**src/rtl/ifq_pkg.sv**
```systemverilog
// Shared types and default sizing for the instruction fetch queue.
// An entry pairs a fetched instruction word with the PC it was fetched from.
package ifq_pkg;

    localparam int XLEN_DEFAULT  = 32;
    localparam int DEPTH_DEFAULT = 4;

    typedef struct packed {
        logic [XLEN_DEFAULT-1:0] inst;
        logic [XLEN_DEFAULT-1:0] pc;
    } ifq_entry_t;

    function automatic int count_width(input int depth);
        return $clog2(depth) + 1;
    endfunction

endpackage

```
**src/rtl/inst_fetch_queue_if.sv**
```systemverilog
// Fetch-side push and decode-side pop signals of the instruction fetch queue.
// The master drives fetch data and consumer handshakes; the slave is the queue.
interface inst_fetch_queue_if
    import ifq_pkg::*;
#(
    parameter int XLEN  = XLEN_DEFAULT,
    parameter int DEPTH = DEPTH_DEFAULT
) ();

    logic [XLEN-1:0]               pc;
    logic [XLEN-1:0]               mem_rd;
    logic                          push_valid;
    logic                          push_ready;
    logic                          flush;
    logic [XLEN-1:0]               inst;
    logic [XLEN-1:0]               pc_old;
    logic                          inst_valid;
    logic                          inst_ready;
    logic [count_width(DEPTH)-1:0] count;

    modport master (
        output pc, mem_rd, push_valid, flush, inst_ready,
        input  push_ready, inst, pc_old, inst_valid, count
    );

    modport slave (
        input  pc, mem_rd, push_valid, flush, inst_ready,
        output push_ready, inst, pc_old, inst_valid, count
    );

endinterface

```
**src/rtl/inst_fetch_queue.sv**
```systemverilog
// FIFO of {inst, pc} pairs between fetch and decode with flush on redirect.
// Occupancy lives in a counter; pointers only address storage.
module inst_fetch_queue
    import ifq_pkg::*;
#(
    parameter int XLEN  = XLEN_DEFAULT,
    parameter int DEPTH = DEPTH_DEFAULT
) (
    input  logic               clk,
    input  logic               rst_n,
    inst_fetch_queue_if.slave  bus
);

    localparam int PW = $clog2(DEPTH);
    localparam int CW = count_width(DEPTH);
    localparam logic [CW-1:0] FULL_COUNT = CW'(DEPTH);

    // Entry width comes from the package, so XLEN must stay at its default.
    ifq_entry_t    mem_reg [DEPTH];

    logic [PW-1:0] rd_ptr_reg, rd_ptr_next;
    logic [PW-1:0] wr_ptr_reg, wr_ptr_next;
    logic [CW-1:0] count_reg, count_next;
    logic          not_empty;
    logic          push_ready;
    logic          do_push;
    logic          do_pop;
    ifq_entry_t    head;

    assign not_empty  = (count_reg != '0);
    // At full a same-cycle pop frees the slot being written.
    assign push_ready = (count_reg < FULL_COUNT) || bus.inst_ready;
    assign do_push    = bus.push_valid && push_ready && !bus.flush;
    assign do_pop     = not_empty && bus.inst_ready && !bus.flush;

    always_comb begin
        rd_ptr_next = rd_ptr_reg;
        wr_ptr_next = wr_ptr_reg;
        count_next  = count_reg;
        if (bus.flush) begin
            rd_ptr_next = '0;
            wr_ptr_next = '0;
            count_next  = '0;
        end else begin
            if (do_push) wr_ptr_next = wr_ptr_reg + PW'(1);
            if (do_pop)  rd_ptr_next = rd_ptr_reg + PW'(1);
            if (do_push && !do_pop)      count_next = count_reg + CW'(1);
            else if (do_pop && !do_push) count_next = count_reg - CW'(1);
        end
    end

    always_ff @(posedge clk) begin
        if (!rst_n) begin
            rd_ptr_reg <= '0;
            wr_ptr_reg <= '0;
            count_reg  <= '0;
        end else begin
            rd_ptr_reg <= rd_ptr_next;
            wr_ptr_reg <= wr_ptr_next;
            count_reg  <= count_next;
        end
    end

    // Storage is never cleared; the pointers alone define what is live.
    always_ff @(posedge clk) begin
        if (rst_n && do_push) begin
            mem_reg[wr_ptr_reg] <= '{inst: bus.mem_rd, pc: bus.pc};
        end
    end

    assign head           = mem_reg[rd_ptr_reg];
    assign bus.inst       = not_empty ? head.inst : '0;
    assign bus.pc_old     = not_empty ? head.pc   : '0;
    assign bus.inst_valid = not_empty;
    assign bus.push_ready = push_ready;
    assign bus.count      = count_reg;

endmodule

```
**src/flat_wrapper.sv**
```systemverilog
// flat-port wrapper written by rule: the top's interface ports become plain ports
module inst_fetch_queue_flat import ifq_pkg::*;
#(
    parameter int XLEN  = XLEN_DEFAULT,
    parameter int DEPTH = DEPTH_DEFAULT
)
  (clk, rst_n, bus_pc, bus_mem_rd, bus_push_valid, bus_flush, bus_inst_ready, bus_push_ready, bus_inst, bus_pc_old, bus_inst_valid, bus_count);
  inst_fetch_queue_if #(.XLEN(XLEN), .DEPTH(DEPTH)) bus_i ();
  input  logic clk;
  input  logic rst_n;
  input wire logic [$bits(bus_i.pc)-1:0] bus_pc;
  input wire logic [$bits(bus_i.mem_rd)-1:0] bus_mem_rd;
  input wire logic [$bits(bus_i.push_valid)-1:0] bus_push_valid;
  input wire logic [$bits(bus_i.flush)-1:0] bus_flush;
  input wire logic [$bits(bus_i.inst_ready)-1:0] bus_inst_ready;
  output wire logic [$bits(bus_i.push_ready)-1:0] bus_push_ready;
  output wire logic [$bits(bus_i.inst)-1:0] bus_inst;
  output wire logic [$bits(bus_i.pc_old)-1:0] bus_pc_old;
  output wire logic [$bits(bus_i.inst_valid)-1:0] bus_inst_valid;
  output wire logic [$bits(bus_i.count)-1:0] bus_count;
  assign bus_i.pc = bus_pc;
  assign bus_i.mem_rd = bus_mem_rd;
  assign bus_i.push_valid = bus_push_valid;
  assign bus_i.flush = bus_flush;
  assign bus_i.inst_ready = bus_inst_ready;
  assign bus_push_ready = bus_i.push_ready;
  assign bus_inst = bus_i.inst;
  assign bus_pc_old = bus_i.pc_old;
  assign bus_inst_valid = bus_i.inst_valid;
  assign bus_count = bus_i.count;
  inst_fetch_queue #(.XLEN(XLEN), .DEPTH(DEPTH)) u_core (.clk(clk), .rst_n(rst_n), .bus(bus_i));
endmodule
```
**config.mk**
```make
export PLATFORM = sky130hd
export DESIGN_NAME = inst_fetch_queue_flat
export DESIGN_NICKNAME = d
export VERILOG_FILES = /design/src/rtl/ifq_pkg.sv /design/src/rtl/inst_fetch_queue_if.sv /design/src/rtl/inst_fetch_queue.sv /design/src/flat_wrapper.sv
export SDC_FILE = /design/constraint.sdc
export NUM_CORES = 1
export LEC_CHECK = 0
export BUFFER_PORTS_ARGS = -buffer_cell sky130_fd_sc_hd__buf_4
export CELL_PAD_IN_SITES_DETAIL_PLACEMENT = 2
export CELL_PAD_IN_SITES_GLOBAL_PLACEMENT = 2
export CORE_MARGIN = 1
export CORE_UTILIZATION = 40
export CTS_CLUSTER_SIZE = 25
export DETAILED_ROUTE_END_ITERATION = 10
export PLACE_DENSITY_LB_ADDON = 0.12
export SETUP_SLACK_MARGIN = 0.1
export SLEW_MARGIN = 20
export SYNTH_ARGS = -nofsm -noshare
export SYNTH_HDL_FRONTEND = slang
export SYNTH_SLANG_ARGS = --single-unit
```
**constraint.sdc**
```tcl
create_clock -name clk -period 2.55 [get_ports clk]
set_input_delay 0.1275 -clock clk [delete_from_list [all_inputs] [get_ports clk]]
set_output_delay 0.1275 -clock clk [all_outputs]
set_load 0.02 [all_outputs]
```
==> qor.yml <==
cap_violations: 0
clkTransAtPathRegs_ns: 0.06
row_count: 58
synth_fp_nets: 532
dr.first_iter.drc_count: 260
setup_violations: 0
highest_layer: "met5"
synth-edff-count: 256
yosysWarnings: 0
dpl.hpwl_mm: 14.6
synth-async-reset-ratio_pct: 0
final_util_pct: 52.7
hold_class: "input pin to register"
synth.area.top_cells: "edfxtp_1, mux4_2, and2_1"
first_pass_iters: 4
vias: 5165
root_buffer: "clkbuf_16"
synth_ff_type: "edfxtp_1"
die_area_um2: 26200
netlist.top_cell.by_area: "edfxtp_1"
worstPathMaxFanout: 7
vias_per_cell: 5.00
vdd_drop_max_v: 0.000544
tns_ns: 0
antenna_found_initial: 1
seq_area_frac_synth_pct: 77.1
synth.most_common_cell: "edfxtp_1"
die_w_um: 162
status: "finished, final reports clean"
clockBufferDepth: 3
power.density_nw_per_um2: 710
wl_met3_um: 927
tightestPinTransition_ns: 0.455
antenna_left: 0
wl_per_cell_um: 22.7
cts_max_level: 1
synth_top_area_share_pct: 75.3
hold_violations: 0
cp.required_ns: 3.00
clock_latency_ns: 0.52
netlist_area_um2: 10200
grt_setup_unrepaired: "no"
grt_max_degree: 65
cts_tree: "built"
coreArea_um2: 25100
grt.overflow.total: 0
n_fill_cell: 2207
skew_ns: 0.00763
slew_headroom_pct: 69.3
synth_seq_cells: 265
synth_top_cells_by_count: "edfxtp_1, and2_1, mux4_2"
crit_type: "register to register"
cts_buffers: 28
synthesis.instances: 457
multi_input_area_um2: 2140
register_area_um2: 7880
start_util_pct: 40.7
yosys.cell_types.count: 26
drv_slew: 0
grt_usage_pct: 18.4
area_growth_pct: 29.7
min_period_ns: 2.32
die_h_um: 162
num_antenna_cells: 0
end_kind: "register"
port_buffers: 137
fin_crit_sh_pct: 90.9
clock_sinks: 265
rr_worst_depth: 8
gp_congestion: 0.717
grt_pass1_wl_mm: 35.9
routed_wl_mm: 23.4
drc: 0
wl_met1_mm: 9.32
syn_avg_cell_area_um2: 22.3
crit_start: "u_core.bus.count[2]"
grt_pass1_vias: 5950
max_freq_mhz: 431
startpoint_type: "register"
pin_count: 138
critPathCapture: "u_core.bus.count[2]"
p_leak_nw: 4.55
r2r-start: "u_core.bus.count[2]"
critical_path_arrival_ns: 2.76
wl_met2_mm: 12.8
r2r_slack_ns: 0.23
largest_reg_flops: 256
nets: 757
rr_endpoint: "u_core.bus.count[2]"
drive_gt1_share_pct: 37.3
==> metrics by stage <==
step	area [um^2]	power, mW	worst slack [ns]	std cells	hold WS [ns]
2_1_floorplan	10200	5.24	0.425	457	0.226
3_3_place_gp	11700	5.54	0.448	917	0.327
3_5_place_dp	11700	5.57	0.214	917	0.331
4_1_cts	13200	9.53	0.109	1033	0.0498
5_1_grt	13200	9.72	0.127	1033	0.0439
6_report	13200	9.40	0.231	1033	0.0426
==> area by class of cell <==
| type | instances | share of cell area (%) |
|---|---|---|
| flip-flops and latches | 265 | 59.5 |
| inverters | 5 | 0.142 |
| clock buffers | 38 | 6.04 |
| multi-input cells | 165 | 16.2 |
| clock inverters | 13 | 0.633 |
| repair buffers | 217 | 14.4 |
| well taps | 330 | 3.12 |
==> layer usage <==
layer  GRT usage, %  up-vias
met5              0        -
met4           3.60        2
met3           3.12       26
met2           34.7      112
met1           22.2     2718
li1               -     2307
==> power breakdown <==
group          switching, mW  internal, mW  total [mW]
clock                   1.57          2.28        3.84
combinational          0.365         0.351       0.715
sequential            0.0182          4.82        4.84
==> worst min path at each step <==
stage | depth (start not counted) | slack (ns) | to | startpoint
floorplan | 0 | 0.23 | u_core.mem_reg[0][0] | bus_pc[0]
global placement | 1 | 0.33 | u_core.mem_reg[2][55] | bus_mem_rd[23]
detailed placement | 1 | 0.33 | u_core.mem_reg[2][51] | bus_mem_rd[19]
CTS | 3 | 0.05 | register | rst_n
global route | 4 | 0.04 | register | bus_inst_ready
finish | 4 | 0.04 | u_core.rd_ptr_reg[0] | bus_inst_ready
==> worst max-delay path: stages, from the launching register on <==
cell and delay (ns):
dfxtp_1 0.38, o31ai_2 0.36, or2_2 0.18, ha_1 0.18, inv_1 0.07, fa_1 0.39, xor2_1 0.18, or3_1 0.33
a21oi_1 0.18
==> cell families after synthesis <==
family,count (synthesis),synth area share (%)
DFF,265,77.1
and+or+nand+nor,82,4.85
muxes,65,14.4
buffers and inverters,27,2.11
AOI/OAI and AO/OA,8,0.453
adders and majority gates,6,0.809
xor gates and xnor gates,4,0.343
==> placed cells by master (no fill, tap or decap), types with 2 or more instances in the layout <==
| cell | count |
|---|---|
| dfxtp_1 | 7 |
| clkbuf_1 | 5 |
| inv_1 | 5 |
| o21ai_0 | 3 |
| buf_4 | 143 |
| clkinv_1 | 5 |
| and2_4 | 4 |
| and2_1 | 64 |
| nor2_1 | 5 |
| a21oi_1 | 3 |
| edfxtp_1 | 256 |
| xor2_1 | 4 |
| mux4_1 | 4 |
| clkbuf_16 | 29 |
| clkinv_2 | 7 |
| dfxtp_4 | 2 |
| nand3_1 | 2 |
| buf_12 | 9 |
| mux4_2 | 60 |
| clkbuf_8 | 4 |
| dlygate4sd3_1 | 65 |
| nor3_1 | 2 |
| ha_1 | 5 |
==> what timing repair did <==
action	4_1_cts	5_1_grt
resized for setup	0	1
buffers inserted	0	0
hold buffers	65	0
hold endpoints to repair	258	0
setup endpoints to repair	0	1
(Power assumes the default switching activity.)
